`config.mk`:
```
export PLATFORM = sky130hd
export DESIGN_NAME = div_issue_unit
export DESIGN_NICKNAME = d
export VERILOG_FILES = /design/src/rtl/m_ext_pkg.sv /design/src/rtl/div_special_case.sv /design/src/rtl/div_issue_unit.sv
export SDC_FILE = /design/constraint.sdc
export NUM_CORES = 1
export LEC_CHECK = 0
export ABC_AREA = 0
export BUFFER_PORTS_ARGS = -buffer_cell sky130_fd_sc_hd__buf_2
export CAP_MARGIN = 20
export CELL_PAD_IN_SITES_DETAIL_PLACEMENT = 1
export CELL_PAD_IN_SITES_GLOBAL_PLACEMENT = 1
export CORE_UTILIZATION = 30
export CTS_BUF_LIST = sky130_fd_sc_hd__clkbuf_2
export DETAILED_ROUTE_END_ITERATION = 12
export GPL_ROUTABILITY_DRIVEN = 0
export PLACE_DENSITY_LB_ADDON = 0.1
export RECOVER_POWER = 100
export SYNTH_ARGS = -nofsm -noshare
export SYNTH_HDL_FRONTEND = slang
export SYNTH_HIERARCHICAL = 1
export SYNTH_SLANG_ARGS = --single-unit
```
`constraint.sdc`:
```
create_clock -name clock -period 1.99 [get_ports clock]
set_clock_uncertainty 0.1 [all_clocks]
set_input_delay 0.398 -clock clock [delete_from_list [all_inputs] [get_ports clock]]
set_output_delay 0.398 -clock clock [all_outputs]
set_load 0.03 [all_outputs]
```
`src/rtl/m_ext_pkg.sv`:
```
// m_ext_pkg: shared types and constants for the RV32M divide front/back end.
//   div_op_e           request operation encoding (DIV, DIVU, REM, REMU)
//   div_issue_state_e  issue-unit FSM states
//   DIV_BY_ZERO_Q      quotient returned for a zero divisor (all ones)
//   INT_MIN            most negative 32-bit signed value
package m_ext_pkg;

    typedef enum logic [1:0] {
        OP_DIV  = 2'd0,
        OP_DIVU = 2'd1,
        OP_REM  = 2'd2,
        OP_REMU = 2'd3
    } div_op_e;

    typedef enum logic [2:0] {
        IDLE,
        ISSUE,
        WAIT,
        RESP,
        DRAIN
    } div_issue_state_e;

    localparam logic [31:0] DIV_BY_ZERO_Q = 32'hFFFF_FFFF;
    localparam logic [31:0] INT_MIN       = 32'h8000_0000;

    function automatic logic op_is_signed(input div_op_e op);
        return (op == OP_DIV) || (op == OP_REM);
    endfunction

    function automatic logic op_is_rem(input div_op_e op);
        return (op == OP_REM) || (op == OP_REMU);
    endfunction

endpackage

```
`src/rtl/div_special_case.sv`:
```
// div_special_case: combinational detection of the RISC-V divide corner cases
// that are answered without running the iterative divider.
//   op_i              requested operation
//   rs1_i / rs2_i     dividend / divisor
//   is_special_o      request is resolved locally
//   special_result_o  architectural result for the special case
module div_special_case
    import m_ext_pkg::*;
#(
    parameter int unsigned XLEN = 32
) (
    input  div_op_e           op_i,
    input  logic [XLEN-1:0]   rs1_i,
    input  logic [XLEN-1:0]   rs2_i,
    output logic              is_special_o,
    output logic [XLEN-1:0]   special_result_o
);

    always_comb begin
        is_special_o     = 1'b0;
        special_result_o = '0;
        if (rs2_i == '0) begin
            is_special_o     = 1'b1;
            special_result_o = op_is_rem(op_i) ? rs1_i : DIV_BY_ZERO_Q;
        end else if (op_is_signed(op_i) && (rs1_i == INT_MIN) && (rs2_i == '1)) begin
            // Signed overflow: quotient wraps to INT_MIN, remainder is zero.
            is_special_o     = 1'b1;
            special_result_o = op_is_rem(op_i) ? '0 : INT_MIN;
        end
    end

endmodule

```
`src/rtl/div_issue_unit.sv`:
```
// div_issue_unit: RV32M divide issue/retire wrapper around an external
// iterative unsigned divider.
//   clock, nreset                  clock and async active-low reset
//   in_valid/in_ready/in_op/in_rs1/in_rs2/in_tag   request from execute
//   flush                          squash the request in flight
//   out_valid/out_ready/out_data/out_tag           tagged result to writeback
//   div_valid/div_ready/div_a/div_b                operand magnitudes to divider
//   div_q/div_r/div_done           unsigned result and completion pulse
module div_issue_unit
    import m_ext_pkg::*;
#(
    parameter int unsigned XLEN  = 32,
    parameter int unsigned TAG_W = 5
) (
    input  logic              clock,
    input  logic              nreset,
    input  logic              in_valid,
    output logic              in_ready,
    input  logic [1:0]        in_op,
    input  logic [XLEN-1:0]   in_rs1,
    input  logic [XLEN-1:0]   in_rs2,
    input  logic [TAG_W-1:0]  in_tag,
    input  logic              flush,
    output logic              out_valid,
    input  logic              out_ready,
    output logic [XLEN-1:0]   out_data,
    output logic [TAG_W-1:0]  out_tag,
    output logic              div_valid,
    input  logic              div_ready,
    output logic [XLEN-1:0]   div_a,
    output logic [XLEN-1:0]   div_b,
    input  logic [XLEN-1:0]   div_q,
    input  logic [XLEN-1:0]   div_r,
    input  logic              div_done
);

    div_issue_state_e  state_q, state_d;
    logic [XLEN-1:0]   a_q, a_d, b_q, b_d, data_q, data_d;
    logic [TAG_W-1:0]  tag_q, tag_d;
    logic              sign_a_q, sign_a_d, sign_b_q, sign_b_d, rem_q, rem_d;

    div_op_e           op_in;
    logic              is_special;
    logic [XLEN-1:0]   special_result;
    logic              in_signed, in_sign_a, in_sign_b;
    logic [XLEN-1:0]   q_fix, r_fix;

    assign op_in     = div_op_e'(in_op);
    assign in_signed = op_is_signed(op_in);
    assign in_sign_a = in_signed & in_rs1[XLEN-1];
    assign in_sign_b = in_signed & in_rs2[XLEN-1];

    assign q_fix = (sign_a_q ^ sign_b_q) ? (~div_q + 1'b1) : div_q;
    assign r_fix = sign_a_q ? (~div_r + 1'b1) : div_r;

    div_special_case #(.XLEN(XLEN)) u_special (
        .op_i             (op_in),
        .rs1_i            (in_rs1),
        .rs2_i            (in_rs2),
        .is_special_o     (is_special),
        .special_result_o (special_result)
    );

    always_ff @(posedge clock or negedge nreset) begin
        if (!nreset) begin
            state_q <= IDLE;
        end else begin
            state_q <= state_d;
        end
    end

    always_comb begin
        state_d   = state_q;
        a_d       = a_q;
        b_d       = b_q;
        data_d    = data_q;
        tag_d     = tag_q;
        sign_a_d  = sign_a_q;
        sign_b_d  = sign_b_q;
        rem_d     = rem_q;
        in_ready  = (state_q == IDLE);
        div_valid = (state_q == ISSUE);
        out_valid = (state_q == RESP);

        unique case (state_q)
            IDLE: begin
                if (in_valid && !flush) begin
                    sign_a_d = in_sign_a;
                    sign_b_d = in_sign_b;
                    rem_d    = op_is_rem(op_in);
                    tag_d    = in_tag;
                    a_d      = in_sign_a ? (~in_rs1 + 1'b1) : in_rs1;
                    b_d      = in_sign_b ? (~in_rs2 + 1'b1) : in_rs2;
                    if (is_special) begin
                        data_d  = special_result;
                        state_d = RESP;
                    end else begin
                        state_d = ISSUE;
                    end
                end
            end
            ISSUE: begin
                // A flush coinciding with div_ready still counts as a handoff,
                // so the divider's eventual done pulse must be drained.
                if (div_ready) begin
                    state_d = flush ? DRAIN : WAIT;
                end else if (flush) begin
                    state_d = IDLE;
                end
            end
            WAIT: begin
                // Flush in the same cycle as div_done: result is already gone,
                // so return straight to IDLE instead of draining.
                if (div_done) begin
                    if (flush) begin
                        state_d = IDLE;
                    end else begin
                        data_d  = rem_q ? r_fix : q_fix;
                        state_d = RESP;
                    end
                end else if (flush) begin
                    state_d = DRAIN;
                end
            end
            RESP: begin
                if (flush || out_ready) begin
                    state_d = IDLE;
                end
            end
            DRAIN: begin
                if (div_done) begin
                    state_d = IDLE;
                end
            end
            default: state_d = IDLE;
        endcase
    end

    always_ff @(posedge clock or negedge nreset) begin
        if (!nreset) begin
            a_q      <= '0;
            b_q      <= '0;
            data_q   <= '0;
            tag_q    <= '0;
            sign_a_q <= 1'b0;
            sign_b_q <= 1'b0;
            rem_q    <= 1'b0;
        end else begin
            a_q      <= a_d;
            b_q      <= b_d;
            data_q   <= data_d;
            tag_q    <= tag_d;
            sign_a_q <= sign_a_d;
            sign_b_q <= sign_b_d;
            rem_q    <= rem_d;
        end
    end

    assign out_data = data_q;
    assign out_tag  = tag_q;
    assign div_a    = a_q;
    assign div_b    = b_q;

endmodule

```
## Yosys cells after proc, flatten, opt, wreduce, memory -nomap -nowiden

Index checks and enable logic that the tools add are counted.

| storage, ports and cells | value |
|---|---|
| flip-flop bits (word level) | 107 |
| bits of input ports | 142 |
| output and inout port bits | 104 |
| logic and storage cells | 76 |

| cells by class | value |
|---|---|
| add/sub/neg operators | 4 |
| eq/ne operators | 16 |
| multiplexer cells | 27 |
| bitwise gates (word level) | 7 |
| reductions and logical operators | 14 |

Operators by type and width:

| cell | count |
|---|---|
| $mux 32 | 13 |
| $add 32x1->32 const B | 4 |
| $not 32->32 | 4 |
| $eq 32x32->1 const B | 2 |
| $pmux 32 s2 | 1 |
| $logic_not 32->1 | 1 |
| $mux 3 | 8 |
| $pmux 3 s5 | 1 |
| $reduce_and 5->1 | 2 |
| $eq 3x2->1 const B | 2 |
| $ne 2x1->1 const B | 3 |
| $ne 2x2->1 const B | 3 |
| $eq 2x2->1 const B | 2 |
| $mux 2 | 2 |
| $eq 3x1->1 const B | 1 |
| $eq 3x3->1 const B | 1 |
| $logic_and 1x1->1 | 3 |
| $logic_not 3->1 | 1 |
| $logic_or 1x1->1 | 3 |
| $ne 3x2->1 const B | 1 |
| $ne 3x3->1 const B | 1 |
| $and 1x1->1 | 2 |
| $logic_not 2->1 | 1 |
| $mux 1 | 2 |
| 4 further kinds | 4 |

## Longest topological paths before layout

Gate-level depths: netlist of run 1.

| depth | value |
|---|---|
| word-level depth | 9 |
| mapped depth | 13 |
| gate-level depth less buffers | 10 |

## By module

Netlist of run 1, hierarchy kept.

By module, submodules not included:

| module | instances | cells an instance | area each (µm²) | seq. area each (µm²) |
|---|---|---|---|---|
| div_issue_unit | 1 | 879 | 7322.0 | 2677.6 |
| div_special_case | 1 | 109 | 626.9 | 0.0 |

## Least setup slack after synthesis of run 1

No wires, ideal clock.

| timing path | value |
|---|---|
| path kind | input-to-reg |
| start point | in in_rs1[12] |
| end point | reg data_q[22] (netlist: out_data[22]) |
| library setup time | 0.069 ns |
| data arrival time | 3.077 ns |
| required time | 1.821 ns |
| path slack | -1.257 ns |
| stages | 10 |
| path buffers | 2 |
| cell sequence | or4b_1 > nor4_1 > nand4_1 > o21ai_1 > nand3b_1 > a2111oi_1 > clkbuf_1 > buf_1 > nand3_1 > nand3_1 |

| between the ends | value |
|---|---|
| elaborated cells on any way between the ends | 12 |
| those cells by class | eq/ne: 2; mux: 7; reduce/logical: 3 |

RTL lines:

| what | line | RTL |
|---|---|---|
| from (decl) | div_issue_unit.sv:20 | `input logic [XLEN-1:0] in_rs1,` |
| $eq 32x32->1 | div_special_case.sv:25 | `end else if (op_is_signed(op_i) && (rs1_i == INT_MIN) && (rs2_i == '1)) begin` |
| $logic_and 1x1->1 (2 in a row) | div_special_case.sv:25 |  |
| $mux 1 | div_special_case.sv:25 |  |
| $mux 1 | div_special_case.sv:22 | `if (rs2_i == '0) begin` |
| net is_special | div_issue_unit.sv:43 | `logic is_special;` |
| $ne 2x1->1 (no line) | - |  |
| $reduce_and 5->1 (no line) | - |  |
| to (signal assigned) | div_issue_unit.sv:151 | `data_q <= data_d;` |
| to (decl) | div_issue_unit.sv:38 | `logic [XLEN-1:0] a_q, a_d, b_q, b_d, data_q, data_d;` |

The timed path passes the listed nets, and every way through them passes these cells. The select of a mux whose other input is x is not followed.
A chain may end at the register's enable or synchronous reset.

## Worst setup path in the final report of run 1

| timing path | value |
|---|---|
| start point | in in_rs1[14] |
| end point | reg data_q[6] (netlist: out_data[6]) |

The elaborated chain is that of the path after synthesis.

==> impl_metrics.tcl, run 1 <==
set metrics [dict create \
    status "complete, but fails checks" \
    violations "setup timing" \
    crit_arrival_ps 3050 \
    fmax_ghz 0.389 \
    worst_slew_pin_slew_ps 1350 \
    critPathLaunchType "input pin" \
    hold_path_class "in2reg" \
    finalWorstSetupSlack_ps -579 \
    final_common_cell "buf_4" \
    end_kind "flop" \
    drtIter0Drc 438 \
    ant_nets 0 \
    crit_start "in_rs1[14]" \
    worstReg2RegStart "state_q[1]" \
    cts_made_buffers 9 \
    worstSetupPathType "in2reg" \
    hold_violations 0 \
    setup_viol 42 \
    synth-seq-cells 107 \
    yosys_warnings 6 \
    first_pass_iters 5 \
    die_area_um2 27200 \
    peakVddDrop_mv 0.582 \
    num_vias 9545 \
    rsz0062_at_grt "true" \
    synth_cell_type_count 73 \
    syn_area_um2 7950 \
    finalSetupTns_ps -17090 \
    syn_to_final_growth_pct 63.0 \
    antenna_found_initial 2 \
    synth-edff-count 0 \
    utilization_pct 49.7 \
    fillers 3188 \
    period_needed_ps 2570 \
    start_util_pct 30.5 \
    synth_nets 1134 \
    overflow 0 \
    multi_input_area_um2 5430 \
    num_rows 59 \
    crit_family "simple AND/OR/NAND/NOR gates" \
    slowest_delay_ps 570 \
    cp_num_buf_inv 3 \
    grt_max_degree 45 \
    pre_cts_slack_ps -1510 \
    totalWireLength_mm 36.3 \
    cp_cell_sequence "buf_6 > or4_4 > nor4_4 > nand4_1 > o21ai_2 > nand3b_1 > a2111o_1 > buf_6 > buf_12 > a21oi_1 > a21oi_2" \
    slowest_stage "or4_4" \
    die_h_um 165 \
    r2r_slack_ps -180 \
    dpl_cell_area_um2 11700 \
    io_pins 246 \
    layout_common_cells "buf_4, buf_2, clkbuf_2" \
    syn_inst 988 \
    clockBufferDepth 2 \
    reg2reg_to "out_data[6]" \
    die_w_um 165 \
    cap_violations 0 \
    numPortBuffers 245 \
    ys.flop_type "dfrtp_1" \
    final_nets 1665 \
    grt.total_usage_pct 26.0 \
    drive_above_1_share_pct 44.0 \
    wl_per_cell_um 19.5 \
    synth_seq_area_share_pct 33.7 \
    cts_max_level 3 \
    fin_crit_sh_pct 129 \
    grt_pass1_vias 9566 \
    grt_first_pass_wirelength_mm 53.8 \
    ff2ff_path_depth 7 \
    clk_latency_ps 680 \
    cellPowerDensity_nw_per_um2 1070 \
    finalInstanceArea_um2 13000 \
    cts_root_buffer "clkbuf_2" \
    path_depth 11 \
    clkTransAtPathRegs_ps 340 \
    maxSlewViolCount 0 \
    p_leak_nw 6.01 \
    endpoint "out_data[6]" \
    cts_sinks 107 \
    dpl.hpwl_mm 28.0 \
    drcViolationCount 0 \
    critPathMaxFanout 8 \
    synth-async-reset-ratio_pct 100 \
    sequential_cell_area_um2 2680 \
    cp.required_ps 2470 \
    fin_total_pwr_w 0.0138 \
    cts_tree "yes" \
    routed_via_density 5.13 \
    cpMostUsedCell "buf_6" \
    core-area_um2 26100 \
    slew_headroom_pct 10.3 \
    syn-mean-instance-area_um2 8.05 \
]
==> cell type report <==
class / instances / area share [%]
repair buffers: 574 / 31.5
flip-flops and latches: 107 / 20.7
diodes: 2 / 0.0386
multi-input cells: 775 / 41.9
well taps: 335 / 3.24
clock buffers: 9 / 0.348
clock inverters: 7 / 0.763
inverters: 52 / 1.51
==> power by group <==
part | total [W] | switching [W] | internal, W
logic | 0.00881 | 0.00556 | 0.00326
clock network | 0.00127 | 0.000840 | 0.000426
registers | 0.00375 | 0.000682 | 0.00307
total | 0.0138 | 0.00708 | 0.00675
==> repair_timing <==
action / 4_1_cts / 5_1_grt
gates resized for setup: 81 / 52
endpoints found under the hold margin: 145 / 1
gates cloned: 2 / 8
pin swaps: 18 / 12
endpoints found under the setup margin: 54 / 81
buffers inserted: 14 / 8
hold buffers: 42 / 1
==> worst min path at each step <==
stage	from	end	slack [ps]	depth (start not counted)
final	div_done	state_q[2]	50	5
after global routing	div_q[21]	out_data[21]	10	4
after CTS	in_rs2[29]	div_b[30]	1	4
after detailed placement	nreset	div_b[7]	240	1
after global placement	nreset	div_b[7]	240	1
after floorplan	nreset	div_a[0]	2	0
==> worst reg2reg max path: cells and delay by family, from the launching register on <==
family	cells	cell delay [ps]
AO/OA/AOI/OAI	3	780
buffers and inverters	3	500
flip-flops	1	480
AND/OR/NAND/NOR	1	220
==> per-stage QoR <==
step | hold slack [ps] | std cells
floorplan | 2.41 | 988
global placement | 236 | 1771
detailed placement | 243 | 1771
CTS | 1.15 | 1845
global route | 14.3 | 1861
finish | 46.2 | 1861
==> flip-flops by register name, summed over array words and instances (netlist names) <==
register  flops
state_q       3
sign_b_q      1
div_a        32
sign_a_q      1
out_data     32
rem_q         1
out_tag       5
div_b        32
==> synth_stat cells, types with 3 or more instances <==
| cell type | n | area, um2 |
|---|---|---|
| nor4_2 | 5 | 62.6 |
| o22ai_1 | 5 | 31.3 |
| inv_1 | 52 | 195 |
| xor2_1 | 53 | 464 |
| or4_4 | 4 | 45.0 |
| nand2_1 | 104 | 390 |
| a21o_1 | 3 | 22.5 |
| nand4_1 | 14 | 87.6 |
| a41oi_1 | 4 | 35.0 |
| dfrtp_1 | 107 | 2680 |
| or2_2 | 3 | 18.8 |
| ha_1 | 4 | 50.1 |
| a21oi_1 | 87 | 435 |
| or3_1 | 15 | 93.8 |
| o211ai_1 | 5 | 37.5 |
| or4_1 | 13 | 97.6 |
| o31ai_1 | 19 | 143 |
| and2_1 | 5 | 31.3 |
| and3_1 | 12 | 75.1 |
| a22oi_1 | 4 | 30.0 |
| o21ai_0 | 97 | 485 |
| nand2b_1 | 6 | 37.5 |
| nor2b_1 | 3 | 18.8 |
| xnor2_1 | 59 | 517 |
| nand4b_1 | 3 | 26.3 |
| o21ai_1 | 12 | 60.1 |
| clkbuf_1 | 48 | 180 |
| a31oi_1 | 18 | 113 |
| nand3_1 | 17 | 85.1 |
| a211oi_1 | 4 | 30.0 |
| mux2_2 | 6 | 67.6 |
| o41ai_1 | 12 | 105 |
| nor2_1 | 60 | 225 |
| a21oi_2 | 9 | 78.8 |
| nor4_1 | 27 | 169 |
| buf_6 | 3 | 33.8 |
| o221ai_1 | 3 | 26.3 |
| a221oi_1 | 6 | 52.6 |
| mux2i_1 | 6 | 60.1 |
| nor3_1 | 27 | 135 |
| buf_1 | 4 | 15.0 |
| nor3b_1 | 3 | 22.5 |
==> metal layers <==
metal  routed length [um]  vias to the layer above  track usage [%]
met1                17400                     4625             37.6
li1                     -                     4636                -
met3                 1610                       36             2.56
met5                    0                        -                0
met2                16800                      248             41.5
met4                  471                        0             5.80
==> cells by family after synthesis <==
kind of cell | after synthesis | synth area share, %
adders and majority gates | 4 | 0.630
xor gates and xnor gates | 112 | 12.3
muxes | 13 | 1.75
DFF | 107 | 33.7
buffers and inverters | 109 | 5.46
AOI/OAI and AO/OA | 305 | 23.4
and+or+nand+nor | 338 | 22.7
Power figures use the tool's default switching activity.
==> run 2, diff against run 1 <==
Settings changed: CORE_ASPECT_RATIO set to 1.4.
==> run 2 against run 1 <==
  * The run still ends with setup timing left
  * Clock power shrank 6%
  * Count of clock-buffer cells in the layout up 1
  * Flip-flop and latch count stayed put
  * Cell count is 1.9% lower
  * Highest routed layer unchanged
==> impl_metrics.tcl, run 2 (synthesized netlist as in run 1, its figures left out) <==
set metrics [dict create \
    ff2ff_path_depth 8 \
    peakVddDrop_mv 0.466 \
    start_util_pct 30.5 \
    rsz0062_at_grt "true" \
    io_pins 246 \
    maxSlewViolCount 0 \
    drtIter0Drc 370 \
    cp_cell_sequence "buf_6 > or4b_4 > nor4_4 > nand4_1 > o21ai_1 > buf_4 > nand3b_1 > a2111oi_4 > buf_6 > buf_6 > o21ai_2 > nand2_1 > o21ai_2 > a21oi_1" \
    cts_tree "yes" \
    antenna_found_initial 2 \
    cellPowerDensity_nw_per_um2 1060 \
    hold_path_depth 4 \
    critPathMaxFanout 5 \
    cp_num_buf_inv 4 \
    routed_via_density 5.17 \
    die_area_um2 27200 \
    clk_latency_ps 620 \
    hold-worst-slack_ps 38.3 \
    syn_to_final_growth_pct 58.4 \
    slowest_delay_ps 570 \
    worstSetupPathType "in2reg" \
    layout_common_cells "buf_4, buf_2, clkbuf_2" \
    finalWorstSetupSlack_ps -566 \
    dpl.hpwl_mm 27.7 \
    drcViolationCount 0 \
    critPathLaunchType "input pin" \
    grt.total_usage_pct 25.1 \
    totalWireLength_mm 34.7 \
    grt_first_pass_wirelength_mm 53.2 \
    wl_per_cell_um 19.0 \
    hold_violations 0 \
    num_rows 70 \
    fin_crit_sh_pct 128 \
    slew_headroom_pct 5.76 \
    grt_max_degree 60 \
    path_depth 14 \
    slowest_stage "or4b_4" \
    end_kind "flop" \
    cts_made_buffers 9 \
    worst_slew_pin_slew_ps 1410 \
    die_h_um 195 \
    first_pass_iters 4 \
    cts_root_buffer "clkbuf_2" \
    final_common_cell "buf_4" \
    setup_viol 89 \
    cts_sinks 107 \
    period_needed_ps 2560 \
    status "complete, but fails checks" \
    core-area_um2 26100 \
    fmax_ghz 0.391 \
    clkTransAtPathRegs_ps 290 \
    final_nets 1641 \
    p_leak_nw 5.86 \
    cp.required_ps 2460 \
    violations "setup timing" \
    grt_pass1_vias 10100 \
    crit_family "simple AND/OR/NAND/NOR gates" \
    cpMostUsedCell "buf_6" \
    fillers 3257 \
    die_w_um 140 \
    cap_violations 0 \
    clockBufferDepth 2 \
    crit_arrival_ps 3030 \
    numPortBuffers 245 \
    drive_above_1_share_pct 44.6 \
    overflow 0 \
    cts_max_level 3 \
    num_vias 9443 \
    finalSetupTns_ps -18970 \
    hold_path_class "in2reg" \
    ant_nets 0 \
]
## run 2: cell types whose count changed in the layout (fill, tap and decap cells not counted), moves of 3 or more
cell           before  now
buf_6              27   19
dlygate4sd3_1      42   16
nand3_1            15   11
buf_8               0    3
o21ai_0            75   80
clkbuf_2          112  106
buf_4             242  259
buf_12              9    6
clkbuf_1            6    9
o21ai_1            27   23
nand3_2             1    5
## run 2: tightest hold or removal path, cell delays in order
cell and delay [ps]:
buf_6 70, buf_4 120, xnor2_1 110, o21ai_0 80
## run 2: layout make-up
class / instances / area [um2] / share of cell area [%]
well taps: 324 / 405 / 3.22
clock buffers: 10 / 50.0 / 0.398
flip-flops and latches: 107 / 2680 / 21.3
clock inverters: 5 / 78.8 / 0.626
inverters: 52 / 196 / 1.56
diodes: 2 / 5.00 / 0.0398
multi-input cells: 774 / 5390 / 42.8
repair buffers: 551 / 3780 / 30.0
## run 2: path summary, 6_finish.rpt
path / start / to / slack [ps]
min in group asynchronous: nreset / div_b[8] / 580
max reg2reg: state_q[1] / out_data[25] / -160
max in group asynchronous: nreset / state_q[0] / 290
min reg2reg: div_b[7] / div_b[7] / 420
min: in_rs1[9] / div_a[9] / 40
max: in_rs1[12] / out_data[15] / -570
## run 2: metrics by stage
step                setup WS, ps  utilization (%)  power, W  area (um2)  std cells
detailed placement         -1450             44.4    0.0115       11600       1758
finish                      -566             48.2    0.0134       12600       1825
global route                -651             48.2    0.0142       12600       1825
global placement           -1370             44.4    0.0114       11600       1758
CTS                         -538             47.2    0.0131       12300       1806
floorplan                   -878                -   0.00857        8220        988
## run 2: per-layer routing
metal  vias to the layer above  GRT usage, %  part of all wire [%]
li1                       4591             -                     -
met1                      4544          28.1                    39
met2                       244          47.5                    54
met3                        64          2.56                   3.5
met4                         0          11.0                   3.8
met5                         -             0                     0
## run 2: timing repair
action                                  4_1_cts  5_1_grt
gates resized for setup                      84       38
endpoints found under the setup margin       36       94
pin swaps                                    14        5
setup buffers                                17       13
hold buffers                                 16        0
endpoints found under the hold margin       121        0
gates cloned                                  1        5
## run 2: power breakdown
group          switching, W  internal (W)
combinational       0.00531       0.00311
clock              0.000787      0.000407
sequential         0.000680       0.00307
total               0.00678       0.00659
